--- config.mk ---
export PLATFORM = sky130hd
export DESIGN_NAME = fsm_overlay_core
export DESIGN_NICKNAME = d
export VERILOG_FILES = /design/src/rtl/fsm_overlay_pkg.sv /design/src/rtl/fsm_overlay_core_arbiter.sv /design/src/rtl/fsm_overlay_core.sv
export SDC_FILE = /design/constraint.sdc
export NUM_CORES = 1
export LEC_CHECK = 0
export ABC_AREA = 1
export BUFFER_PORTS_ARGS = -buffer_cell sky130_fd_sc_hd__buf_4
export CAP_MARGIN = 10
export CORE_MARGIN = 4
export CORE_UTILIZATION = 50
export DETAILED_ROUTE_END_ITERATION = 10
export PLACE_DENSITY = 0.84
export SLEW_MARGIN = 20
export SYNTH_ARGS = -nofsm -noshare
export SYNTH_HDL_FRONTEND = slang
export SYNTH_HIERARCHICAL = 1
export SYNTH_SLANG_ARGS = --single-unit
--- constraint.sdc ---
create_clock -name clk -period 1.9 [get_ports clk]
set_clock_uncertainty 0.05 [all_clocks]
set_input_delay 0.285 -clock clk [delete_from_list [all_inputs] [get_ports clk]]
set_output_delay 0.285 -clock clk [all_outputs]
set_load 0.02 [all_outputs]
--- src/rtl/fsm_overlay_pkg.sv ---
// Shared constants for the programmable FSM overlay engine:
// configuration bit positions, default geometry and table sizing.
package fsm_overlay_pkg;

    localparam int CFG_RUN     = 0;
    localparam int CFG_STEP    = 1;
    localparam int CFG_RESTART = 2;
    localparam int CFG_TMO_EN  = 3;

    localparam int DEF_STATE_W     = 2;
    localparam int DEF_START_STATE = 0;

    // Number of transition-table entries: one per {state, event} pair.
    function automatic int tbl_depth(input int state_w, input int num_ev);
        int ev_w;
        ev_w = (num_ev > 1) ? $clog2(num_ev) : 1;
        return 1 << (state_w + ev_w);
    endfunction

endpackage

--- src/rtl/fsm_overlay_core_arbiter.sv ---
// Event front end: registers the previous event levels, detects rising
// edges and selects the lowest-index edge. Other edges in the same cycle
// are dropped.
module fsm_event_arbiter
    import fsm_overlay_pkg::*;
#(
    parameter int NUM_EV = 4,
    parameter int EV_W   = 2
) (
    input  logic              clk,
    input  logic              rst,
    input  logic [NUM_EV-1:0] ev_in,
    output logic              ev_hit,
    output logic [EV_W-1:0]   ev_idx
);

    logic [NUM_EV-1:0] ev_prev;
    logic [NUM_EV-1:0] ev_edge;

    // Event history, tracked every cycle regardless of run/restart.
    always_ff @(posedge clk) begin
        if (rst) begin
            ev_prev <= '0;
        end else begin
            ev_prev <= ev_in;
        end
    end

    assign ev_edge = ev_in & ~ev_prev;

    // Priority encoder: lowest set edge index wins.
    always_comb begin
        ev_hit = 1'b0;
        ev_idx = '0;
        for (int unsigned i = 0; i < NUM_EV; i++) begin
            if (ev_edge[i] && !ev_hit) begin
                ev_hit = 1'b1;
                ev_idx = EV_W'(i);
            end
        end
    end

endmodule

--- src/rtl/fsm_overlay_core.sv ---
// Table-driven FSM engine fed by the CPU configuration stage.
// Optional trace history is built only when FSM_OVERLAY_TRACE_EN is defined;
// otherwise trace_out is tied to zero.
module fsm_overlay_core
    import fsm_overlay_pkg::*;
#(
    parameter int STATE_W     = DEF_STATE_W,
    parameter int NUM_EV      = 4,
    parameter int TMO_W       = 16,
    parameter int START_STATE = DEF_START_STATE
) (
    input  logic                              clk,
    input  logic                              rst,
    input  logic [3:0]                        fsm_config_in,
    input  logic                              step_req,
    input  logic                              tbl_we,
    input  logic [STATE_W+$clog2(NUM_EV)-1:0] tbl_addr,
    input  logic [STATE_W:0]                  tbl_data,
    input  logic [TMO_W-1:0]                  tmo_limit,
    input  logic [NUM_EV-1:0]                 ev_in,
    output logic [STATE_W-1:0]                state_out,
    output logic                              state_change,
    output logic                              timeout,
    output logic [4*STATE_W-1:0]              trace_out
);

    localparam int EV_W      = $clog2(NUM_EV);
    localparam int TBL_DEPTH = tbl_depth(STATE_W, NUM_EV);
    localparam logic [STATE_W-1:0] START_ST = STATE_W'(START_STATE);

    logic run, step_mode, restart, tmo_en;
    assign run       = fsm_config_in[CFG_RUN];
    assign step_mode = fsm_config_in[CFG_STEP];
    assign restart   = fsm_config_in[CFG_RESTART];
    assign tmo_en    = fsm_config_in[CFG_TMO_EN];

    logic              ev_hit;
    logic [EV_W-1:0]   ev_idx;

    fsm_event_arbiter #(
        .NUM_EV (NUM_EV),
        .EV_W   (EV_W)
    ) u_arbiter (
        .clk    (clk),
        .rst    (rst),
        .ev_in  (ev_in),
        .ev_hit (ev_hit),
        .ev_idx (ev_idx)
    );

    logic [STATE_W:0]   tbl [TBL_DEPTH];
    logic [STATE_W:0]   tbl_entry;
    logic [TMO_W-1:0]   dwell_cnt;

    logic               eval;
    logic               take;
    logic               tmo_fire;

    logic [STATE_W-1:0] state_d;
    logic [TMO_W-1:0]   cnt_d;
    logic               chg_d;
    logic               tmo_d;

    // Transition table: written by software, never reset. A lookup in the
    // write cycle sees the old entry because the array updates at the edge.
    always_ff @(posedge clk) begin
        if (tbl_we) begin
            tbl[tbl_addr] <= tbl_data;
        end
    end

    assign tbl_entry = tbl[{state_out, ev_idx}];
    assign eval      = run & ~restart & (~step_mode | step_req);
    assign take      = eval & ev_hit & tbl_entry[STATE_W]
                     & (tbl_entry[STATE_W-1:0] != state_out);
    assign tmo_fire  = tmo_en & run & (tmo_limit != '0)
                     & (dwell_cnt == tmo_limit - TMO_W'(1));

    // Next-state selection: restart, then timeout, then event transition.
    always_comb begin
        state_d = state_out;
        cnt_d   = dwell_cnt;
        chg_d   = 1'b0;
        tmo_d   = 1'b0;
        if (restart) begin
            state_d = START_ST;
            cnt_d   = '0;
        end else if (run) begin
            if (tmo_fire) begin
                state_d = START_ST;
                cnt_d   = '0;
                tmo_d   = 1'b1;
                chg_d   = (state_out != START_ST);
            end else if (take) begin
                state_d = tbl_entry[STATE_W-1:0];
                cnt_d   = '0;
                chg_d   = 1'b1;
            end else if (!(&dwell_cnt)) begin
                cnt_d = dwell_cnt + TMO_W'(1);
            end
        end
    end

    // State register, dwell counter and registered status pulses.
    always_ff @(posedge clk) begin
        if (rst) begin
            state_out    <= START_ST;
            dwell_cnt    <= '0;
            state_change <= 1'b0;
            timeout      <= 1'b0;
        end else begin
            state_out    <= state_d;
            dwell_cnt    <= cnt_d;
            state_change <= chg_d;
            timeout      <= tmo_d;
        end
    end

`ifdef FSM_OVERLAY_TRACE_EN
    logic [4*STATE_W-1:0] trace_q;

    // History of states entered, newest in the low bits.
    always_ff @(posedge clk) begin
        if (rst || restart) begin
            trace_q <= '0;
        end else if (chg_d) begin
            trace_q <= {trace_q[3*STATE_W-1:0], state_d};
        end
    end

    assign trace_out = trace_q;
`else
    assign trace_out = '0;
`endif

endmodule

# Word-level counts from Yosys, hierarchy flattened

Memories as Yosys holds them, arrays and structs flattened.
Index checks and enable logic that the tools add are counted.
Widths: inputs -> output; s select.

Register bits: 24
Bits in writable memories: 48
Input bits: 35
Output and inout bits: 12
Word-level logic and storage cells: 56
Memories: 1

Memory list:

| memory | words | width | rd ports | clocked after memory_dff | write ports | RTL line               | RTL |
|---|---|---|---|---|---|---|---|
| tbl    | 16    | 3     | 1        | 0                        | 1           | fsm_overlay_core.sv:51 | `logic [STATE_W:0] tbl [TBL_DEPTH];` |

Add/sub/neg operators: 2
Equality and inequality tests: 3
Mux-type cells: 17
Bitwise logic cells: 14
Reductions and logical operators: 14

Operator list:

| kind                  | count |
|---|---|
| $mux 16               | 3 |
| $add 16x1->16 const B | 1 |
| $eq 16x16->1          | 1 |
| $reduce_and 16->1     | 1 |
| $reduce_bool 16->1    | 1 |
| $sub 16x1->16 const B | 1 |
| $mux 1                | 10 |
| $and 1x1->1           | 8 |
| $mux 2                | 4 |
| $and 4x4->4           | 1 |
| $not 4->4             | 1 |
| $reduce_and 2->1      | 2 |
| $reduce_bool 2->1     | 2 |
| $logic_and 1x1->1     | 3 |
| $logic_not 1->1       | 3 |
| $ne 3x3->1 const B    | 1 |
| $not 1->1             | 3 |
| $reduce_or 3->1       | 1 |
| $ne 2x2->1            | 1 |
| $reduce_or 2->1       | 1 |
| $or 1x1->1            | 1 |

# Longest topological paths before layout

Gate-level depths: netlist (run 1).

Depth in word-level cells: 17
Depth in mapped cells: 21
Depth with buffers taken out: 20

# Hierarchy

Netlist (run 1), hierarchy kept.

By module, submodules not included:

| module            | instances | cells an instance | area an instance (sq um) | sequential area each (sq um) |
|---|---|---|---|---|
| fsm_overlay_core  | 1         | 586               | 4,406.7                  | 1,841.8 |
| fsm_event_arbiter | 1         | 27                | 197.7                    | 80.1 |

# Worst setup path after synthesis (run 1)

OpenSTA, ideal clock, no wires.

Path type: register to register
Start: register u_arbiter.ev_prev[1]
End: register dwell_cnt[11]
Library setup time: 0.132 ns
Arrival time: 1.851 ns
Required time: 1.718 ns
Path slack: -0.133 ns
Cell stages (with the launch flop): 15
Buffers on the path: 3
Clock period less this slack: 2.033 ns
Cell sequence: dfxtp_1 inv_1 nand2_1 nand2_4 nor2_2 buf_2 buf_2 o21ai_0 o211ai_1 nand3_1 a21oi_1 nand2_4 buf_6 nand4_1 a21oi_1

Word-level cells in the longest chain between the ends: 15
Elaborated cells between the ends (all ways): 22
Those cells by class: 2 x eq/ne; 8 x mux; 5 x bitwise; 6 x reduce/logical; 1 x memory

RTL lines:

| what                                                         | RTL line                                       | RTL |
|---|---|---|
| start, declared                                              | fsm_overlay_core_arbiter.sv:17                 | `logic [NUM_EV-1:0] ev_prev;` |
| start signal, assigned                                       | fsm_overlay_core_arbiter.sv:25                 | `ev_prev <= ev_in;` |
| $not 4->4 (*)                                                | fsm_overlay_core_arbiter.sv:29                 | `assign ev_edge = ev_in & ~ev_prev;` |
| $and 4x4->4 (*)                                              | fsm_overlay_core_arbiter.sv:29                 |  |
| $logic_and 1x1->1 (*)                                        | fsm_overlay_core_arbiter.sv:36                 | `if (ev_edge[i] && !ev_hit) begin` |
| $mux 1 (*)                                                   | fsm_overlay_core_arbiter.sv:36                 |  |
| $logic_not 1->1                                              | fsm_overlay_core_arbiter.sv:36                 |  |
| $logic_and 1x1->1                                            | fsm_overlay_core_arbiter.sv:36                 |  |
| $mux 1                                                       | fsm_overlay_core_arbiter.sv:36                 |  |
| $logic_not 1->1                                              | fsm_overlay_core_arbiter.sv:36                 |  |
| $logic_and 1x1->1                                            | fsm_overlay_core_arbiter.sv:36                 |  |
| $mux 2 (*)                                                   | fsm_overlay_core_arbiter.sv:36                 |  |
| net ev_idx[1]                                                | fsm_overlay_core.sv:38                         | `logic [EV_W-1:0] ev_idx;` |
| $mem_v2 16x3 (*)                                             | -                                              |  |
| $ne 2x2->1 or $and 1x1->1 (tied branches)                    | fsm_overlay_core.sv:75, fsm_overlay_core.sv:74 |  |
| $and 1x1->1 (*)                                              | fsm_overlay_core.sv:75                         | `& (tbl_entry[STATE_W-1:0] != state_out);` |
| $ne 3x3->1 (no source line) or $mux 16 (tied branches)       | -                                              |  |
| $reduce_and 2->1 (no source line) or $mux 16 (tied branches) | -                                              |  |
| end signal, assigned                                         | fsm_overlay_core.sv:113                        | `dwell_cnt <= cnt_d;` |
| end, declared                                                | fsm_overlay_core.sv:53                         | `logic [TMO_W-1:0] dwell_cnt;` |

Mark *: on every way through the listed nets, which the timed path passes. The rest lies on a longest branch.
A chain may end at the register's enable or synchronous reset.

# Worst setup path after layout (run 1)

Start: register u_arbiter.ev_prev[3]
End: register dwell_cnt[8]

Word-level cells in the longest chain between the ends: 9
Elaborated cells between the ends (all ways): 14
Those cells by class: 2 x eq/ne; 4 x mux; 5 x bitwise; 2 x reduce/logical; 1 x memory

RTL lines:

| what                                                         | RTL line |
|---|---|
| $not 4->4 (*)                                                | fsm_overlay_core_arbiter.sv:29 |
| $and 4x4->4 (*)                                              | fsm_overlay_core_arbiter.sv:29 |
| $logic_and 1x1->1 (*)                                        | fsm_overlay_core_arbiter.sv:36 |
| $mux 2 (*)                                                   | fsm_overlay_core_arbiter.sv:36 |
| net ev_idx[0]                                                | fsm_overlay_core.sv:38 |
| $mem_v2 16x3 (*)                                             | - |
| $ne 2x2->1 or $and 1x1->1 (tied branches)                    | fsm_overlay_core.sv:75, fsm_overlay_core.sv:74 |
| $and 1x1->1 (*)                                              | fsm_overlay_core.sv:75 |
| $ne 3x3->1 (no source line) or $mux 16 (tied branches)       | - |
| $reduce_and 2->1 (no source line) or $mux 16 (tied branches) | - |

Marks and branches as above.

==> summary.md, run 1 <==
| Metric | Value |
|---|---|
| Mapped Cells | `613` |
| Leakage Power | `around 2.6 nW` |
| Number of cell instances on the worst register-to-register path | `13` |
| Top cell family by delay on the critical path | `compound AO/OA/AOI/OAI gates` |
| Port bufs | `38` |
| Final setup violation count | `19` |
| Total count of max-transition violations in the final report | `0` |
| Yosys Warn Count | `6` |
| Utilization of the core after routing | `64.1%` |
| Die outline area | `10800 um^2` |
| First-pass DRT Iterations | `6` |
| CP cell instances | `nor2_2 -> nand2_2 -> a21oi_4 -> buf_6 -> buf_16 -> o21ai_0 -> o211ai_1 -> nand3_1 -> a21oi_4 -> nand2_8 -> clkbuf_16 -> nand4_1 -> a21oi_1` |
| WL final | `approximately 12 mm` |
| Final critical-path required period | `about 2300 ps` |
| Synthesized area per cell | `7.51 um^2` |
| Area of the core region | `8850 um^2` |
| Register area share after synthesis | `roughly two fifths` |
| Clock tree from TritonCTS | `yes` |
| HPWL Detailed | `8.66 mm` |
| Class of the tightest hold or removal check | `input pin to register` |
| Endpoint of the lowest-slack register-to-register path | `dwell_cnt[8]$_SDFFE_PP0P_` |
| Number of buffers added by the clock tree synthesis step | `9` |
| Element type at the critical path end | `register` |
| Fin crit share | `121%` |
| Number of nets in the final layout | `741` |
| Via Count | `4389` |
| Cell types occupying the most area after synthesis | `sky130_fd_sc_hd__edfxtp_1 31%, sky130_fd_sc_hd__nand2_1 13%, sky130_fd_sc_hd__dfxtp_1 10%, sky130_fd_sc_hd__nor2_1 6.9%, sky130_fd_sc_hd__inv_1 6.6%` |
| Drt first-iter violations | `322` |
| Master cell of the clock root buffer | `sky130_fd_sc_hd__clkbuf_8` |
| Most frequent CP cell | `sky130_fd_sc_hd__a21oi_4` |
| H-tree depth | `3` |
| Congestion Overflow GR | `0` |
| Number of standard-cell rows in the floorplan | `34` |
| Worst setup path class | `register to register` |
| Worst-path fanout max | `12` |
| Delay of the slowest cell on the worst path | `340 ps` |
| Routed WL per cell | `14.5 um` |
| Count of unresolved DRC violations after routing | `0` |
| Setup repair after global routing missed its margin | `true` |
| Post-CTS clock slew at the launch and capture registers of the worst setup and hold paths | `80 ps` |
| Outcome | `finished, violations left` |
| Type of origin of the critical path | `register` |
| Number of clock sinks seen by CTS | `72` |
| Die width | `104 um` |
| Worst Slack Setup Final | `-396 ps` |
| Endpoint required time on the critical path | `2050 ps` |
| Final Power | `approximately 3.4 mW` |
| Initial core utilization | `52.0%` |
| Antenna violations before repair | `0` |
| Global placement routability congestion | `0.891` |
| Commonest non-fill, non-tap cell in the layout | `sky130_fd_sc_hd__nand2_1` |
| Vert. Die Dim | `104 um` |
| Failing checks | `setup timing` |
| Endpoints failing hold | `0` |
| Number of buffers and inverters on the critical path | `3` |
| Maximum number of pins on one net before global-route repair | `25` |
| Wire length of the first global-routing pass | `19.8 mm` |
| Startpoint of the worst register-to-register path | `u_arbiter/ev_prev[3]$_SDFF_PP0_` |
| Count of maximum capacitance violations | `0` |
| Endpoint, Worst Hold | `u_arbiter/ev_prev[3]$_SDFF_PP0_` |
| Worst-skew pair later-pin latency | `350 ps` |
| IR Drop Worst-Case VDD | `0.567 mV` |
| Synth-to-layout area growth | `23.2%` |
| Yosys top cell by area | `sky130_fd_sc_hd__edfxtp_1` |
| Fraction of synthesized cell area taken by the top area cell type | `31.3%` |
| Arrival time worst endpoint | `2450 ps` |
| N_diodes | `0` |
| IO Count | `47` |
| Number of routed nets with antenna violations | `0` |
| Total power per unit cell area | `597 nW/um^2` |
| Aggregate global-route resource usage | `22.1%` |
| Drt via density | `between 5 and 6` |
| Clock tree buffer depth | `2` |
| Proportion of layout cells with a drive suffix above 1 | `24.9%` |
| #FFs+latches synth | `a little over 70` |
| Most frequent cells in the layout | `152 x sky130_fd_sc_hd__nand2_1, 86 x sky130_fd_sc_hd__buf_4, 81 x sky130_fd_sc_hd__nor2_1, 79 x sky130_fd_sc_hd__inv_1, 48 x sky130_fd_sc_hd__edfxtp_1` |
| Hold depth | `2` |
| Critical hold path startpoint | `rst` |
| Number of unique standard cell types used by synthesis | `41` |
| Number of hold buffers added after cts | `0` |
| Maximum achievable frequency | `436 MHz` |
| Critical-path cell with the highest stage delay | `sky130_fd_sc_hd__dfxtp_2` |
| Via count of the first global-routing pass | `4276` |
| Post-synthesis instance area | `4600 um^2` |
| R2R setup slack | `-400 ps` |
[worst max path at each step]
| stage | startpoint | end | slack (ps) | cells after the start |
|---|---|---|---|---|
| 3_5_place_dp | ev_in[3] | dwell_cnt[15]$_SDFFE_PP0P_ | -380 | 21 |
| 5_1_grt | u_arbiter/ev_prev[2]$_SDFF_PP0_ | dwell_cnt[0]$_SDFFE_PP0P_ | -540 | 20 |
| 6_report | u_arbiter/ev_prev[3]$_SDFF_PP0_ | dwell_cnt[8]$_SDFFE_PP0P_ | -400 | 13 |
| 3_3_place_gp | ev_in[2] | dwell_cnt[0]$_SDFFE_PP0P_ | -300 | 21 |
| 2_1_floorplan | u_arbiter/ev_prev[3]$_SDFF_PP0_ | dwell_cnt[11]$_SDFFE_PP0P_ | -60 | 18 |
| 4_1_cts | u_arbiter/ev_prev[3]$_SDFF_PP0_ | dwell_cnt[0]$_SDFFE_PP0P_ | -310 | 17 |
[what timing repair did]
| action | 4_1_cts | 5_1_grt |
|---|---|---|
| buffers inserted | 6 | 0 |
| gates cloned | 2 | 1 |
| setup endpoints to repair | 19 | 20 |
| gates resized for setup | 15 | 21 |
| pin swaps | 9 | 20 |
[synthesized netlist by cell type (all sizes together)]
cell type,count
a41oi,1
buf,22
clkinv,3
nor3,10
conb,1
nand2,169
nor3b,1
nor2,99
a31oi,1
inv,92
xnor3,1
clkbuf,1
nand4,29
ha,3
xnor2,3
o21ai,21
o22ai,1
nand3,45
xor2,15
a21oi,15
dfxtp,24
o211ai,3
nand3b,5
edfxtp,48
[power by group]
group | internal (mW) | leakage, nW | switching (mW)
Sequential | 1.70 | 0.629 | 0.0131
Clock | 0.461 | 0.0867 | 0.556
Combinational | 0.270 | 1.89 | 0.390
Total | 2.43 | 2.60 | 0.959
[layout make-up]
cell class	count	area [um^2]
Timing Repair Buffer	95	815
Fill cell	718	3180
Clock inverter	6	36.3
Inverter	95	364
Clock buffer	9	124
Multi-Input combinational cell	430	2270
Sequential cell	72	1920
Tap cell	108	135
[state kept, by name (all words and copies together) (netlist names)]
register / flops
dwell_cnt: 16
tbl: 48
state_out: 2
timeout: 1
state_change: 1
u_arbiter/ev_prev: 4
[metrics by stage]
| stage | setup WS, ps | area, um^2 | hold slack (ps) | TNS, ps | std cells |
|---|---|---|---|---|---|
| final | -396 | 5670 | 78.5 | -6990 | 815 |
| after global routing | -542 | 5670 | 75.7 | -9840 | 815 |
| after CTS | -310 | 5560 | 56.8 | -5580 | 814 |
| after detailed placement | -382 | 5270 | 437 | -6890 | 791 |
| after global placement | -300 | 5270 | 429 | -5150 | 791 |
| after floorplan | -59.5 | 4650 | 300 | -726 | 620 |
[per-layer routing]
layer	vias to the layer above	GRT usage [%]	part of all wire [%]
met5	-	0	0
met4	0	7.31	3.0
met3	40	4.47	5.5
met2	178	40.8	52
met1	2028	25.3	39
li1	2143	-	-
[cell families (layout without fill, tap and decap cells)]
family	Yosys count	in the layout	share of synthesized area (%)
AOI/OAI and AO/OA	42	42	5.35
xor gates and xnor gates	19	19	3.91
adders and majority gates	3	3	0.815
buffers and inverters	118	205	11.9
DFF	72	72	41.7
other	1	8	0.0814
and+or+nand+nor	358	358	36.2
No activity file was read; power rests on OpenSTA's default activity.
==> run 2, diff against run 1 <==
--- a/constraint.sdc
+++ b/constraint.sdc
@@ -4,2 +4,2 @@
 set_output_delay 0.285 -clock clk [all_outputs]
-set_load 0.02 [all_outputs]
+set_load 0.01 [all_outputs]
==> run 2 against run 1 <==
The run still ends with setup timing left. Combinational power is 6.4% lower. Die area stayed put. Register-to-register slack worse by 70 ps. Critical path depth is 4 higher. Hold slack worse by 11 ps. Largest cell class unchanged. Count of clock-buffer cells in the layout is 1 higher. Largest power group unchanged.
==> summary.md, run 2 (same netlist as run 1, synthesis figures left out) <==
| Metric | Value |
|---|---|
| Worst-skew pair later-pin latency | `360 ps (was 350 ps)` |
| Leakage Power | `2.60 nW (about the same)` |
| Number of cell instances on the worst register-to-register path | `17 (was 13)` |
| Area of the core region | `8850 um^2 (unchanged)` |
| Arrival time worst endpoint | `2580 ps (was 2450 ps)` |
| Number of nets in the final layout | `737 (was 741)` |
| WL final | `11.8 mm (was 11.9 mm)` |
| Via Count | `4353 (was 4389)` |
| Vert. Die Dim | `104 um (unchanged)` |
| Most frequent cells in the layout | `157 x sky130_fd_sc_hd__nand2_1, 84 x sky130_fd_sc_hd__buf_4, 83 x sky130_fd_sc_hd__nor2_1, 80 x sky130_fd_sc_hd__inv_1, 48 x sky130_fd_sc_hd__edfxtp_1 (was 152 x sky130_fd_sc_hd__nand2_1, 86 x sky130_fd_sc_hd__buf_4, 81 x sky130_fd_sc_hd__nor2_1, 79 x sky130_fd_sc_hd__inv_1, 48 x sky130_fd_sc_hd__edfxtp_1)` |
| Clock tree buffer depth | `2 (unchanged)` |
| Critical hold path startpoint | `rst (unchanged)` |
| Met2 layer wire length in the routed design | `5.83 mm (was 6.22 mm)` |
| Initial core utilization | `52.0% (unchanged)` |
| Maximum achievable frequency | `424 MHz (was 436 MHz)` |
| Fin crit share | `124% (was 121%)` |
| Type of origin of the critical path | `register (unchanged)` |
| Antenna violations before repair | `0 (unchanged)` |
| Multi-input gate area | `2230 um^2 (was 2270 um^2)` |
| Proportion of layout cells with a drive suffix above 1 | `23.2% (was 24.9%)` |
| Drt first-iter violations | `285 (was 322)` |
| H-tree depth | `3 (unchanged)` |
| Post-CTS clock slew at the launch and capture registers of the worst setup and hold paths | `80 ps (about the same)` |
| Number of clock sinks seen by CTS | `72 (unchanged)` |
| Clock tree from TritonCTS | `yes (unchanged)` |
| Area occupied by registers | `1920 um^2 (about the same)` |
| HPWL Detailed | `8.47 mm (was 8.66 mm)` |
| Maximum number of pins on one net before global-route repair | `25 (unchanged)` |
| Number of buffers added by the clock tree synthesis step | `9 (unchanged)` |
| Total count of max-transition violations in the final report | `0 (unchanged)` |
| Number of standard-cell rows in the floorplan | `34 (unchanged)` |
| Aggregate global-route resource usage | `20.9% (was 22.1%)` |
| Class of the tightest hold or removal check | `input pin to register (unchanged)` |
| Number of routed nets with antenna violations | `0 (unchanged)` |
| IR Drop Worst-Case VDD | `0.640 mV (was 0.567 mV)` |
| Hold depth | `2 (unchanged)` |
| Outcome | `finished, violations left (unchanged)` |
| Largest register FFs | `48 (unchanged)` |
| Post-route insts no fill | `812 (was 815)` |
| Commonest non-fill, non-tap cell in the layout | `sky130_fd_sc_hd__nand2_1 (unchanged)` |
| Endpoint required time on the critical path | `2120 ps (was 2050 ps)` |
| Number of hold buffers added after cts | `0 (unchanged)` |
| Final setup violation count | `19 (unchanged)` |
| Endpoints failing hold | `0 (unchanged)` |
| Congestion Overflow GR | `0 (unchanged)` |
| Worst Slack Setup Final | `-461 ps (was -396 ps)` |
| Count of unresolved DRC violations after routing | `0 (unchanged)` |
| Utilization of the core after routing | `63.9% (was 64.1%)` |
| R2R setup slack | `-460 ps (was -400 ps)` |
| Routed WL per cell | `14.5 um (about the same)` |
| Startpoint of the worst register-to-register path | `u_arbiter/ev_prev[3]$_SDFF_PP0_ (unchanged)` |
| First-pass DRT Iterations | `5 (was 6)` |
| Drt via density | `5.36 (was 5.39)` |
| Hold_ws | `67.1 ps (was 78.5 ps)` |
| Synth-to-layout area growth | `22.8% (was 23.2%)` |
| Total power per unit cell area | `669 nW/um^2 (was 597 nW/um^2)` |
| Wire length of the first global-routing pass | `18.6 mm (was 19.8 mm)` |
| Most flop-heavy register | `tbl (unchanged)` |
| Top Metal Used | `met4 (unchanged)` |
| Largest registers | `tbl (48), dwell_cnt (16), u_arbiter/ev_prev (4) (unchanged)` |
| Worst setup path class | `register to register (unchanged)` |
| Number of placed cells counting well taps | `791 (unchanged)` |
| Via count of the first global-routing pass | `4233 (was 4276)` |
| Master cell of the clock root buffer | `sky130_fd_sc_hd__clkbuf_8 (unchanged)` |
| M1 wire length | `4.65 mm (was 4.63 mm)` |
| Failing checks | `setup timing (unchanged)` |
| Worst-path fanout max | `24 (was 12)` |
| IO Count | `47 (unchanged)` |
| Port bufs | `38 (unchanged)` |
| Worst setup timing slack at the placement stage | `-380 ps (was -382 ps)` |
| Global placement routability congestion | `0.894 (was 0.891)` |
| Count of maximum capacitance violations | `0 (unchanged)` |
| Element type at the critical path end | `register (unchanged)` |
| Total length of routed met3 wires | `797 um (was 647 um)` |
| Timing startpoint of the critical path | `u_arbiter/ev_prev[3]$_SDFF_PP0_ (unchanged)` |
| Setup repair after global routing missed its margin | `true (unchanged)` |
| Number of fillers in the final layout | `696 (was 718)` |
| Die outline area | `10800 um^2 (unchanged)` |
| N_diodes | `0 (unchanged)` |
| Die width | `104 um (unchanged)` |
| Final critical-path required period | `2360 ps (was 2300 ps)` |
[run 2: cell count changes in the layout (fill, tap and decap cells not counted), moves of 2 or more]
cell / before / now
sky130_fd_sc_hd__buf_16: 2 / 0
sky130_fd_sc_hd__bufinv_16: 0 / 3
sky130_fd_sc_hd__clkinv_2: 3 / 1
sky130_fd_sc_hd__nor2_2: 11 / 9
sky130_fd_sc_hd__nand2_1: 152 / 157
sky130_fd_sc_hd__nor2_1: 81 / 83
sky130_fd_sc_hd__buf_4: 86 / 84
sky130_fd_sc_hd__nand2_2: 13 / 8
sky130_fd_sc_hd__nand3_4: 3 / 1
sky130_fd_sc_hd__o21ai_1: 9 / 6
sky130_fd_sc_hd__o21ai_0: 11 / 14
[run 2: metal layers]
layer  global-route usage (%)  vias to the layer above
li1                         -                     2124
met1                     23.0                     1978
met2                     38.3                      202
met3                     4.72                       49
met4                     9.31                        0
met5                        0                        -
[run 2: critical path, stage by stage (launching register included)]
cell,delay [ps]
sky130_fd_sc_hd__dfxtp_2,340
sky130_fd_sc_hd__nor2_2,120
sky130_fd_sc_hd__nand2_2,70
sky130_fd_sc_hd__a21oi_4,190
sky130_fd_sc_hd__buf_12,170
sky130_fd_sc_hd__inv_12,60
sky130_fd_sc_hd__nand2_1,70
sky130_fd_sc_hd__nand2_1,70
sky130_fd_sc_hd__nand2_1,60
sky130_fd_sc_hd__nand3_1,80
sky130_fd_sc_hd__nand3_2,80
sky130_fd_sc_hd__nand2_1,70
sky130_fd_sc_hd__nand2_1,70
sky130_fd_sc_hd__nand3_2,130
sky130_fd_sc_hd__nand2_8,150
sky130_fd_sc_hd__clkbuf_16,160
sky130_fd_sc_hd__nand4_1,110
sky130_fd_sc_hd__a21oi_1,210
[run 2: final timing paths]
check	endpoint
worst min register to register	dwell_cnt[2]$_SDFFE_PP0P_
worst max register to register	dwell_cnt[4]$_SDFFE_PP0P_
worst min-delay path	u_arbiter/ev_prev[1]$_SDFF_PP0_
worst max-delay path	dwell_cnt[4]$_SDFFE_PP0P_
[run 2: stage by stage]
stage	total power [mW]	area (um^2)	TNS [ps]
global route	3.92	5650	-8430
detailed placement	2.30	5270	-6310
finish	3.78	5650	-6200
CTS	3.75	5560	-4390
global placement	2.28	5270	-5160
floorplan	2.11	4660	-630
[run 2: area by class of cell]
class / count / share of cell area (%)
clock buffer: 10 / 2.26
clock inverter: 6 / 1.90
inverter: 95 / 6.62
multi-input combinational: 430 / 39.4
sequential: 72 / 34.0
tap: 108 / 2.39
timing repair buffer: 91 / 13.3
[run 2: where the power goes]
part           internal [mW]  switching (mW)  leakage (nW)
Clock                  0.868           0.585         0.118
Sequential              1.70          0.0138         0.629
Combinational          0.251           0.367          1.86
[run 2: repair_timing]
action | CTS | global route
setup buffers | 1 | 1
setup endpoints to repair | 19 | 19
pin swaps | 2 | 10
gates cloned | 1 | 3
resized for setup | 8 | 12
